$ cat src/rtl/carregador_relacoes.sv
// Host-side loader: packs MAX_VIZINHOS neighbour entries per node into one relations word
// and writes it with the node's obstacle bit. Optional macro: CARREGADOR_CHECKSUM_EN.
module carregador_relacoes #(
    parameter int ADDR_WIDTH          = 10,
    parameter int CUSTO_WIDTH         = 4,
    parameter int MAX_VIZINHOS        = 8,
    parameter int UMA_RELACAO_WIDTH   = ADDR_WIDTH + CUSTO_WIDTH,
    parameter int RELACOES_DATA_WIDTH = MAX_VIZINHOS * UMA_RELACAO_WIDTH
) (
    input  logic                           clk,
    input  logic                           rst_n,
    input  logic                           host_iniciar_in,
    input  logic [ADDR_WIDTH-1:0]          host_num_nos_in,
    input  logic                           host_valid_in,
    input  logic [UMA_RELACAO_WIDTH-1:0]   host_data_in,
    input  logic                           host_obstaculo_in,
    output logic                           host_ready_out,
    output logic                           relacoes_wr_en_out,
    output logic [ADDR_WIDTH-1:0]          relacoes_wr_addr_out,
    output logic [RELACOES_DATA_WIDTH-1:0] relacoes_wr_data_out,
    output logic                           obstaculos_wr_en_out,
    output logic [ADDR_WIDTH-1:0]          obstaculos_wr_addr_out,
    output logic                           obstaculos_wr_data_out,
    output logic                           carregando_out,
    output logic                           pronto_out,
    output logic                           erro_out
`ifdef CARREGADOR_CHECKSUM_EN
    ,
    input  logic [UMA_RELACAO_WIDTH-1:0]   host_checksum_in,
    output logic [UMA_RELACAO_WIDTH-1:0]   checksum_out
`endif
);

    localparam int SLOT_W = (MAX_VIZINHOS > 1) ? $clog2(MAX_VIZINHOS) : 1;
    localparam logic [SLOT_W-1:0] ULTIMO_SLOT = SLOT_W'(MAX_VIZINHOS - 1);

    typedef enum logic [1:0] {OCIOSO, RECEBER, ESCREVER, CONCLUIDO} estado_t;

    estado_t estado, prox;

    logic [ADDR_WIDTH-1:0]          num_nos;
    logic [ADDR_WIDTH-1:0]          no_atual;
    logic [SLOT_W-1:0]              slot;
    logic [RELACOES_DATA_WIDTH-1:0] pack, pack_prox;
    logic                           obst_lat, obst_prox;
    logic                           aceito, ultimo_beat, ultimo_no, inicio_ok;

    // Acceptance is derived from state, not from host_ready_out, to keep the FSM comb acyclic.
    assign aceito      = host_valid_in && (estado == RECEBER);
    assign ultimo_beat = aceito && (slot == ULTIMO_SLOT);
    assign ultimo_no   = (no_atual == num_nos - ADDR_WIDTH'(1));
    assign inicio_ok   = host_iniciar_in && (estado == OCIOSO || estado == CONCLUIDO);

    always_ff @(posedge clk or negedge rst_n) begin
        if (!rst_n) estado <= OCIOSO;
        else        estado <= prox;
    end

    always_comb begin
        prox           = estado;
        host_ready_out = 1'b0;
        carregando_out = 1'b0;
        pronto_out     = 1'b0;
        case (estado)
            OCIOSO: begin
                if (host_iniciar_in)
                    prox = (host_num_nos_in == '0) ? CONCLUIDO : RECEBER;
            end
            RECEBER: begin
                host_ready_out = 1'b1;
                carregando_out = 1'b1;
                if (host_valid_in && slot == ULTIMO_SLOT) prox = ESCREVER;
            end
            ESCREVER: begin
                carregando_out = 1'b1;
                prox = ultimo_no ? CONCLUIDO : RECEBER;
            end
            CONCLUIDO: begin
                pronto_out = 1'b1;
                if (host_iniciar_in)
                    prox = (host_num_nos_in == '0) ? CONCLUIDO : RECEBER;
            end
            default: prox = OCIOSO;
        endcase
    end

    always_comb begin
        pack_prox = pack;
        for (int i = 0; i < MAX_VIZINHOS; i++)
            if (slot == SLOT_W'(i))
                pack_prox[i*UMA_RELACAO_WIDTH +: UMA_RELACAO_WIDTH] = host_data_in;
        obst_prox = (slot == '0) ? host_obstaculo_in : obst_lat;
    end

`ifdef CARREGADOR_CHECKSUM_EN
    logic [UMA_RELACAO_WIDTH-1:0] soma;
    assign checksum_out = soma;

    always_ff @(posedge clk or negedge rst_n) begin
        if (!rst_n)         soma <= '0;
        else if (inicio_ok) soma <= '0;
        else if (aceito)    soma <= soma ^ host_data_in;
    end
`endif

    always_ff @(posedge clk or negedge rst_n) begin
        if (!rst_n) begin
            num_nos                <= '0;
            no_atual               <= '0;
            slot                   <= '0;
            pack                   <= '0;
            obst_lat               <= 1'b0;
            erro_out               <= 1'b0;
            relacoes_wr_en_out     <= 1'b0;
            relacoes_wr_addr_out   <= '0;
            relacoes_wr_data_out   <= '0;
            obstaculos_wr_en_out   <= 1'b0;
            obstaculos_wr_addr_out <= '0;
            obstaculos_wr_data_out <= 1'b0;
        end else begin
            relacoes_wr_en_out   <= 1'b0;
            obstaculos_wr_en_out <= 1'b0;

            if (inicio_ok) begin
                num_nos  <= host_num_nos_in;
                no_atual <= '0;
                slot     <= '0;
                erro_out <= 1'b0;
            end else if (host_iniciar_in) begin
                erro_out <= 1'b1;
            end

            if (aceito) begin
                pack     <= pack_prox;
                obst_lat <= obst_prox;
                slot     <= ultimo_beat ? '0 : slot + SLOT_W'(1);
            end

            // Registered write port: loaded on the last beat, so the strobe lands in ESCREVER.
            if (ultimo_beat) begin
                relacoes_wr_en_out     <= 1'b1;
                obstaculos_wr_en_out   <= 1'b1;
                relacoes_wr_addr_out   <= no_atual;
                obstaculos_wr_addr_out <= no_atual;
                relacoes_wr_data_out   <= pack_prox;
                obstaculos_wr_data_out <= obst_prox;
            end

            if (estado == ESCREVER && !ultimo_no)
                no_atual <= no_atual + ADDR_WIDTH'(1);

`ifdef CARREGADOR_CHECKSUM_EN
            if (estado == ESCREVER && ultimo_no && host_checksum_in != soma)
                erro_out <= 1'b1;
            if (inicio_ok && host_num_nos_in == '0 && host_checksum_in != '0)
                erro_out <= 1'b1;
`endif
        end
    end

endmodule
$ cat config.mk
export PLATFORM = sky130hd
export DESIGN_NAME = carregador_relacoes
export DESIGN_NICKNAME = d
export VERILOG_FILES = /design/src/rtl/carregador_relacoes.sv
export SDC_FILE = /design/constraint.sdc
export NUM_CORES = 1
export LEC_CHECK = 0
export ABC_CLOCK_PERIOD_IN_PS = 2700
export CAP_MARGIN = 20
export CORE_AREA = 2 2 137 239
export DETAILED_ROUTE_END_ITERATION = 12
export DIE_AREA = 0 0 139 241
export GPL_TIMING_DRIVEN = 0
export PLACE_DENSITY = 0.62
export SYNTH_ARGS = -nofsm -noshare
export SYNTH_HDL_FRONTEND = slang
export SYNTH_SLANG_ARGS = --single-unit
export TNS_END_PERCENT = 100
$ cat constraint.sdc
create_clock -name clk -period 2.7 [get_ports clk]
set_input_delay 0.54 -clock clk [delete_from_list [all_inputs] [get_ports clk]]
set_output_delay 0.54 -clock clk [all_outputs]
set_load 0.02 [all_outputs]
==> summary.txt, run 1 <==
root buf cell: clkbuf_16
Synth Net Count: 988
filler cell count: 2950
TritonCTS buffer count: 24
core area: 31400 µm²
r2r endpoint: no_atual[4]
GP Congestion: 0.802
CP required: 3100 ps
largest net degree at the start of global routing: 109
setup tns final: 0 ps
PnR worst setup slack: 83.8 ps
wire per inst: 20.1 µm
DRT iter0 DRCs: 332
cell family with most CP delay: simple AND/OR/NAND/NOR gates
R2R cell count: 10
crit path launch: num_nos[0]
vias in the first global route: 8256
Initial Utilization: 34.7%
CTS Sinks: 249
nets: 1186
max incr delay on CP: 530 ps
worst setup path endpoint: no_atual[4]
CP endpoint kind: register
fraction of registers with async set or reset after synthesis: 100%
Post-DP HPWL: 22.9 mm
max cap viols: 0
RSZ-0062 raised after global routing: false
Power Density: 1090 nW/µm²
outcome: completed
synthesized flop and latch total: 249
antenna diode count: 0
Pins Over Slew Limit: 0
leak pwr: 6.69 nW
DR vias: 7867
initial antenna violation count: 0
Yosys top cell area share: 57.2%
register area share after synthesis: 57.2%
worst path bufs/invs: 3
dpl ws: -614 ps
Critical Path AT: 3020 ps
worst reg2reg setup slack: 80 ps
Rel. slew slack: 38.3%
Placed Area: 13100 µm²
clock tree buffer depth: 3
Startpoint Class: register
top post-synthesis cells by area: dfrtp_1, mux2_2, mux2i_1, nand2_1, a21oi_1
mapped cell area: 10900 µm²
TritonCTS clock tree: built
Worst Clk Skew: 10.7 ps
worst-path fanout max: 8
H-tree levels: 1
grt total ovfl: 0
drt first pass iters: 6
layout cells sized above 1: 16.9%
row count: 86
Slew @ Worst Pin: 925 ps
Die Wd: 139 µm
DRT Wirelength: 31.3 mm
worst path cell trace: inv_1, ha_1, nand2b_1, or4_4, nand4b_4, o41ai_4, buf_6, and2_1, buf_6, a221o_1
ys flop type: dfrtp_1
min-delay worst type: reg -> reg
final setup fails: 0
Finished Cell Area: 14000 µm²
slowest CP cell: or4_4
Worst-path clk slew: 70 ps
Setup CP Type: reg -> reg
origin of the critical flop-to-flop path: num_nos[0]
die area: 33500 µm²
Post-Synthesis Cells: 948
Skew-Pair Late Insertion Delay: 530 ps
Final period util: 96.9%
Cell variety after synth: 46
first-pass GRT wire length: 48.3 mm
vias per std cell: 5.05
Post-synth EDFFs: 0
Buffers on Ports: 167
fmax: 0.382 GHz
Ys Warns: 0
Area growth syn-to-layout: 28.7%
Peak VDD IR: 0.000522 V
Avg Cell Area, Syn: 11.5 µm²
min Tclk post-route: 2620 ps
die outline height: 241 µm
Ports: 168
Finished Layout Cells: 1559
cell depth of the worst setup path: 10
final hold vios: 0
Total GRT Usage: 18.8%
Crit path top cell by count: buf_6
post-synth top area cell: dfrtp_1
ANT nets after route: 0
Placed Cells: 1513
remaining design rule violation count: 0
==> report_power, final <==
part | switching (mW) | internal, mW | total, mW
registers | 0.925 | 5.12 | 6.05
clock network | 1.47 | 2.05 | 3.52
logic | 2.85 | 2.85 | 5.70
total | 5.25 | 10.0 | 15.3
==> cells in the mapped netlist, types with 2 or more instances <==
library cell	number
dfrtp_1	249
nand2_1	118
mux2_2	110
mux2i_1	99
nor2_1	77
a21oi_1	76
clkbuf_1	53
o21ai_0	35
nand3_1	15
buf_4	12
ha_1	11
buf_1	10
inv_1	10
nor3_1	7
xnor2_1	7
nand2b_1	5
nor2b_1	5
and2_1	4
nor4_1	4
xor2_1	4
a221o_1	3
nor3b_1	3
or2_2	3
a211o_1	2
and3_1	2
buf_6	2
o31ai_1	2
or4_1	2
==> stage by stage <==
step / power (mW) / utilization [%] / hold WS, ps
finish: 15.3 / 44.6 / 480
global route: 16.1 / 44.6 / 513
CTS: 15.4 / 44.6 / 486
detailed placement: 11.8 / 41.8 / 468
global placement: 11.6 / 41.6 / 462
floorplan: 9.35 / - / 244
==> state kept, by name, summed over array words and instances, names as in the netlist <==
signal / flops
num_nos: 10
slot: 3
relacoes_wr_data_out: 112
obstaculos_wr_addr_out: 10
obst_lat: 1
obstaculos_wr_data_out: 1
obstaculos_wr_en_out: 1
pack: 98
erro_out: 1
estado: 2
no_atual: 10
==> area by class of cell <==
cell class / count / area (µm²) / share of cell area [%]
clock buffer: 33 / 716 / 5.11
clock inverter: 10 / 110 / 0.785
buffer: 76 / 364 / 2.60
inverter: 11 / 41.3 / 0.295
timing repair buffer: 173 / 1770 / 12.6
tap: 396 / 495 / 3.53
multi-input combinational: 611 / 4290 / 30.6
sequential: 249 / 6230 / 44.5
==> worst reg2reg max path: stages (launching register included) <==
cell	delay, ps
dfrtp_1	460
inv_1	90
ha_1	280
nand2b_1	110
or4_4	540
nand4b_4	130
o41ai_4	90
buf_6	150
and2_1	160
buf_6	130
a221o_1	360
==> logic make-up (layout without fill, tap and decap cells) <==
| group | after synthesis | after routing | synth area share, % |
|---|---|---|---|
| mux | 209 | 209 | 20.5 |
| simple gates | 251 | 251 | 9.89 |
| compound gates | 129 | 129 | 6.70 |
| flops | 249 | 249 | 57.2 |
| buf+inv | 88 | 303 | 3.58 |
| xor+xnor | 11 | 11 | 0.885 |
| fa+ha+maj | 11 | 11 | 1.26 |
==> per-layer routing <==
metal	share of wire (%)	vias to the layer above	GRT usage, %
met5	0	-	0
met1	36	3974	20.0
met4	4.4	0	8.72
met2	55	192	36.3
li1	-	3635	-
met3	4.3	66	2.48
==> cells in the final DEF (no fill, tap or decap), types with 4 or more instances in the layout <==
cell type          n
dfrtp_1          246
clkdlybuf4s50_1  166
nand2_1          118
mux2_2           110
mux2i_1           99
nor2_1            77
a21oi_1           76
clkbuf_1          43
o21ai_0           35
clkbuf_16         25
nand3_1           15
buf_4             14
clkbuf_2          13
ha_1              11
inv_1             10
xnor2_1            7
nor3_1             7
buf_1              6
clkbuf_8           6
nor2b_1            5
nand2b_1           5
clkinv_2           5
and2_1             4
xor2_1             4
==> how the worst min path moves through the flow <==
| stage | start | endpoint | slack, ps | depth (start not counted) |
|---|---|---|---|---|
| global placement | relacoes_wr_data_out[20] | relacoes_wr_data_out[20] | 460 | 2 |
| detailed placement | rst_n | relacoes_wr_data_out[101] | 470 | 1 |
| floorplan | rst_n | erro_out | 240 | 0 |
| CTS | rst_n | relacoes_wr_data_out[101] | 490 | 2 |
| finish | relacoes_wr_data_out[37] | relacoes_wr_data_out[37] | 480 | 2 |
| global route | relacoes_wr_data_out[101] | relacoes_wr_data_out[101] | 510 | 2 |
==> what timing repair did <==
action                                 CTS  global route
setup endpoints to repair              120            95
endpoints found under the hold margin   48             0
gates resized for setup                 16             8
pin swaps                                1             3
hold buffers                             1             0
buffers inserted                         3             0
Power figures use the tool's default switching activity.
==> inputs of run 2 (changes only) <==
==> constraint.sdc (replaced) <==
create_clock -name clk -period 2.7 [get_ports clk]
set_input_delay 0.54 -clock clk [delete_from_list [all_inputs] [get_ports clk]]
set_output_delay 0.54 -clock clk [all_outputs]
set_load 0.1 [all_outputs]
==> summary.txt, run 2 (synthesis results as in run 1) <==
outcome: completed
CP endpoint kind: output port
max incr delay on CP: 1170 ps
biggest registers after layout: relacoes_wr_data_out: 112 flops, pack: 98 flops
fmax: 0.373 GHz
clock tree buffer depth: 3
ANT nets after route: 0
DRT Wirelength: 31.6 mm
Pins Over Slew Limit: 0
nets: 1190
Slew @ Worst Pin: 1100 ps
worst-path fanout max: 2
die outline height: 241 µm
wire per inst: 20.2 µm
leak pwr: 6.82 nW
commonest non-fill, non-tap cell in the layout: dfrtp_1
crit path launch: relacoes_wr_data_out[51]
row count: 86
DRT iter0 DRCs: 355
Rel. slew slack: 26.4%
die area: 33500 µm²
Post-DP HPWL: 22.8 mm
grt total ovfl: 0
Worst Clk Skew: 15.3 ps
worst path cell trace: clkdlybuf4s50_1
Die Wd: 139 µm
min Tclk post-route: 2680 ps
Multi-input gate area: 4290 µm²
Skew-Pair Late Insertion Delay: 530 ps
dpl ws: -509 ps
TritonCTS buffer count: 25
R2R cell count: 8
filler cell count: 3053
H-tree levels: 1
min-delay worst type: in -> async
CP required: 2160 ps
Reg with most FFs: relacoes_wr_data_out
Critical Path AT: 2140 ps
CTS Sinks: 249
PnR worst setup slack: 15.8 ps
r2r endpoint: no_atual[4]
DR vias: 7835
Final period util: 99.4%
Setup CP Type: reg -> out
slowest CP cell: clkdlybuf4s50_1
layout cells sized above 1: 17.7%
worst reg2reg setup slack: 60 ps
Worst-path clk slew: 60 ps
Startpoint Class: register
Power Density: 1380 nW/µm²
final setup fails: 0
final hold vios: 0
remaining design rule violation count: 0
core area: 31400 µm²
Initial Utilization: 34.7%
initial antenna violation count: 0
worst path bufs/invs: 1
Total GRT Usage: 18.8%
most frequent cells in the layout: dfrtp_1, clkdlybuf4s50_1, nand2_1
sequential cell area: 6230 µm²
first-pass GRT wire length: 48.4 mm
worst hold slack: 477 ps
max cap viols: 0
GP Congestion: 0.813
origin of the critical flop-to-flop path: num_nos[2]
Peak VDD IR: 0.000928 V
Ports: 168
cell depth of the worst setup path: 1
vias per std cell: 5.01
Area growth syn-to-layout: 29.0%
max FFs per register: 112
largest net degree at the start of global routing: 117
root buf cell: clkbuf_16
drt first pass iters: 4
TritonCTS clock tree: built
vias in the first global route: 8248
cell family with most CP delay: buffers and inverters
Buffers on Ports: 167
antenna diode count: 0
==> run 2: changes by cell type in the layout (fill, tap and decap cells not counted), moves of 3 or more <==
cell,delta
clkinvlp_4,+3
dlygate4sd2_1,+9
clkdlybuf4s50_1,-15
dlymetal6s2s_1,+4
clkbuf_1,-4
buf_4,+3
clkbuf_2,+4
==> run 2: layout make-up <==
class / count / area share, %
flip-flops and latches: 249 / 44.4
multi-input cells: 611 / 30.5
repair buffers: 175 / 12.7
clock buffers: 32 / 5.00
well taps: 396 / 3.53
plain buffers: 77 / 2.66
clock inverters: 13 / 0.944
inverters: 11 / 0.294
==> run 2: report_power, final <==
part           total (mW)  leakage [nW]  switching, mW  internal (mW)
Clock                3.56         0.404           1.52           2.04
Combinational        9.77          3.15           6.94           2.82
Sequential           6.03          3.27          0.909           5.12
==> run 2: routing by layer <==
metal | vias to the layer above | share of wire [%] | track usage, %
met2 | 173 | 56 | 36.9
met1 | 3971 | 36 | 19.8
li1 | 3643 | - | -
met5 | - | 0 | 0
met4 | 0 | 3.4 | 7.47
met3 | 48 | 5.0 | 3.23
==> run 2: how the worst max path moves through the flow <==
| stage | end | slack (ps) |
|---|---|---|
| floorplan | no_atual[7] | 200 |
| detailed placement | obstaculos_wr_addr_out[9] | -510 |
| CTS | no_atual[4] | 2 |
| global route | relacoes_wr_data_out[1] | -0.5 |
| finish | relacoes_wr_data_out[51] | 20 |
| global placement | relacoes_wr_data_out[90] | -9730 |
==> run 2: per-stage QoR <==
stage	utilization, %	area (µm²)	power (mW)	std cells	TNS (ps)
global route	44.7	14000	20.2	1564	-0.480
finish	44.7	14000	19.4	1564	0
global placement	41.6	13100	15.7	1511	-2463260
floorplan	-	10900	13.4	948	0
detailed placement	41.8	13100	15.9	1513	-47420
CTS	44.6	14000	19.5	1562	0
==> run 2: timing repair <==
item / CTS / global route
hold buffers: 1 / 0
resized for setup: 28 / 22
setup buffers: 3 / 2
gates cloned: 0 / 0
hold endpoints to repair: 43 / 0
setup endpoints to repair: 96 / 118
pin swaps: 1 / 2
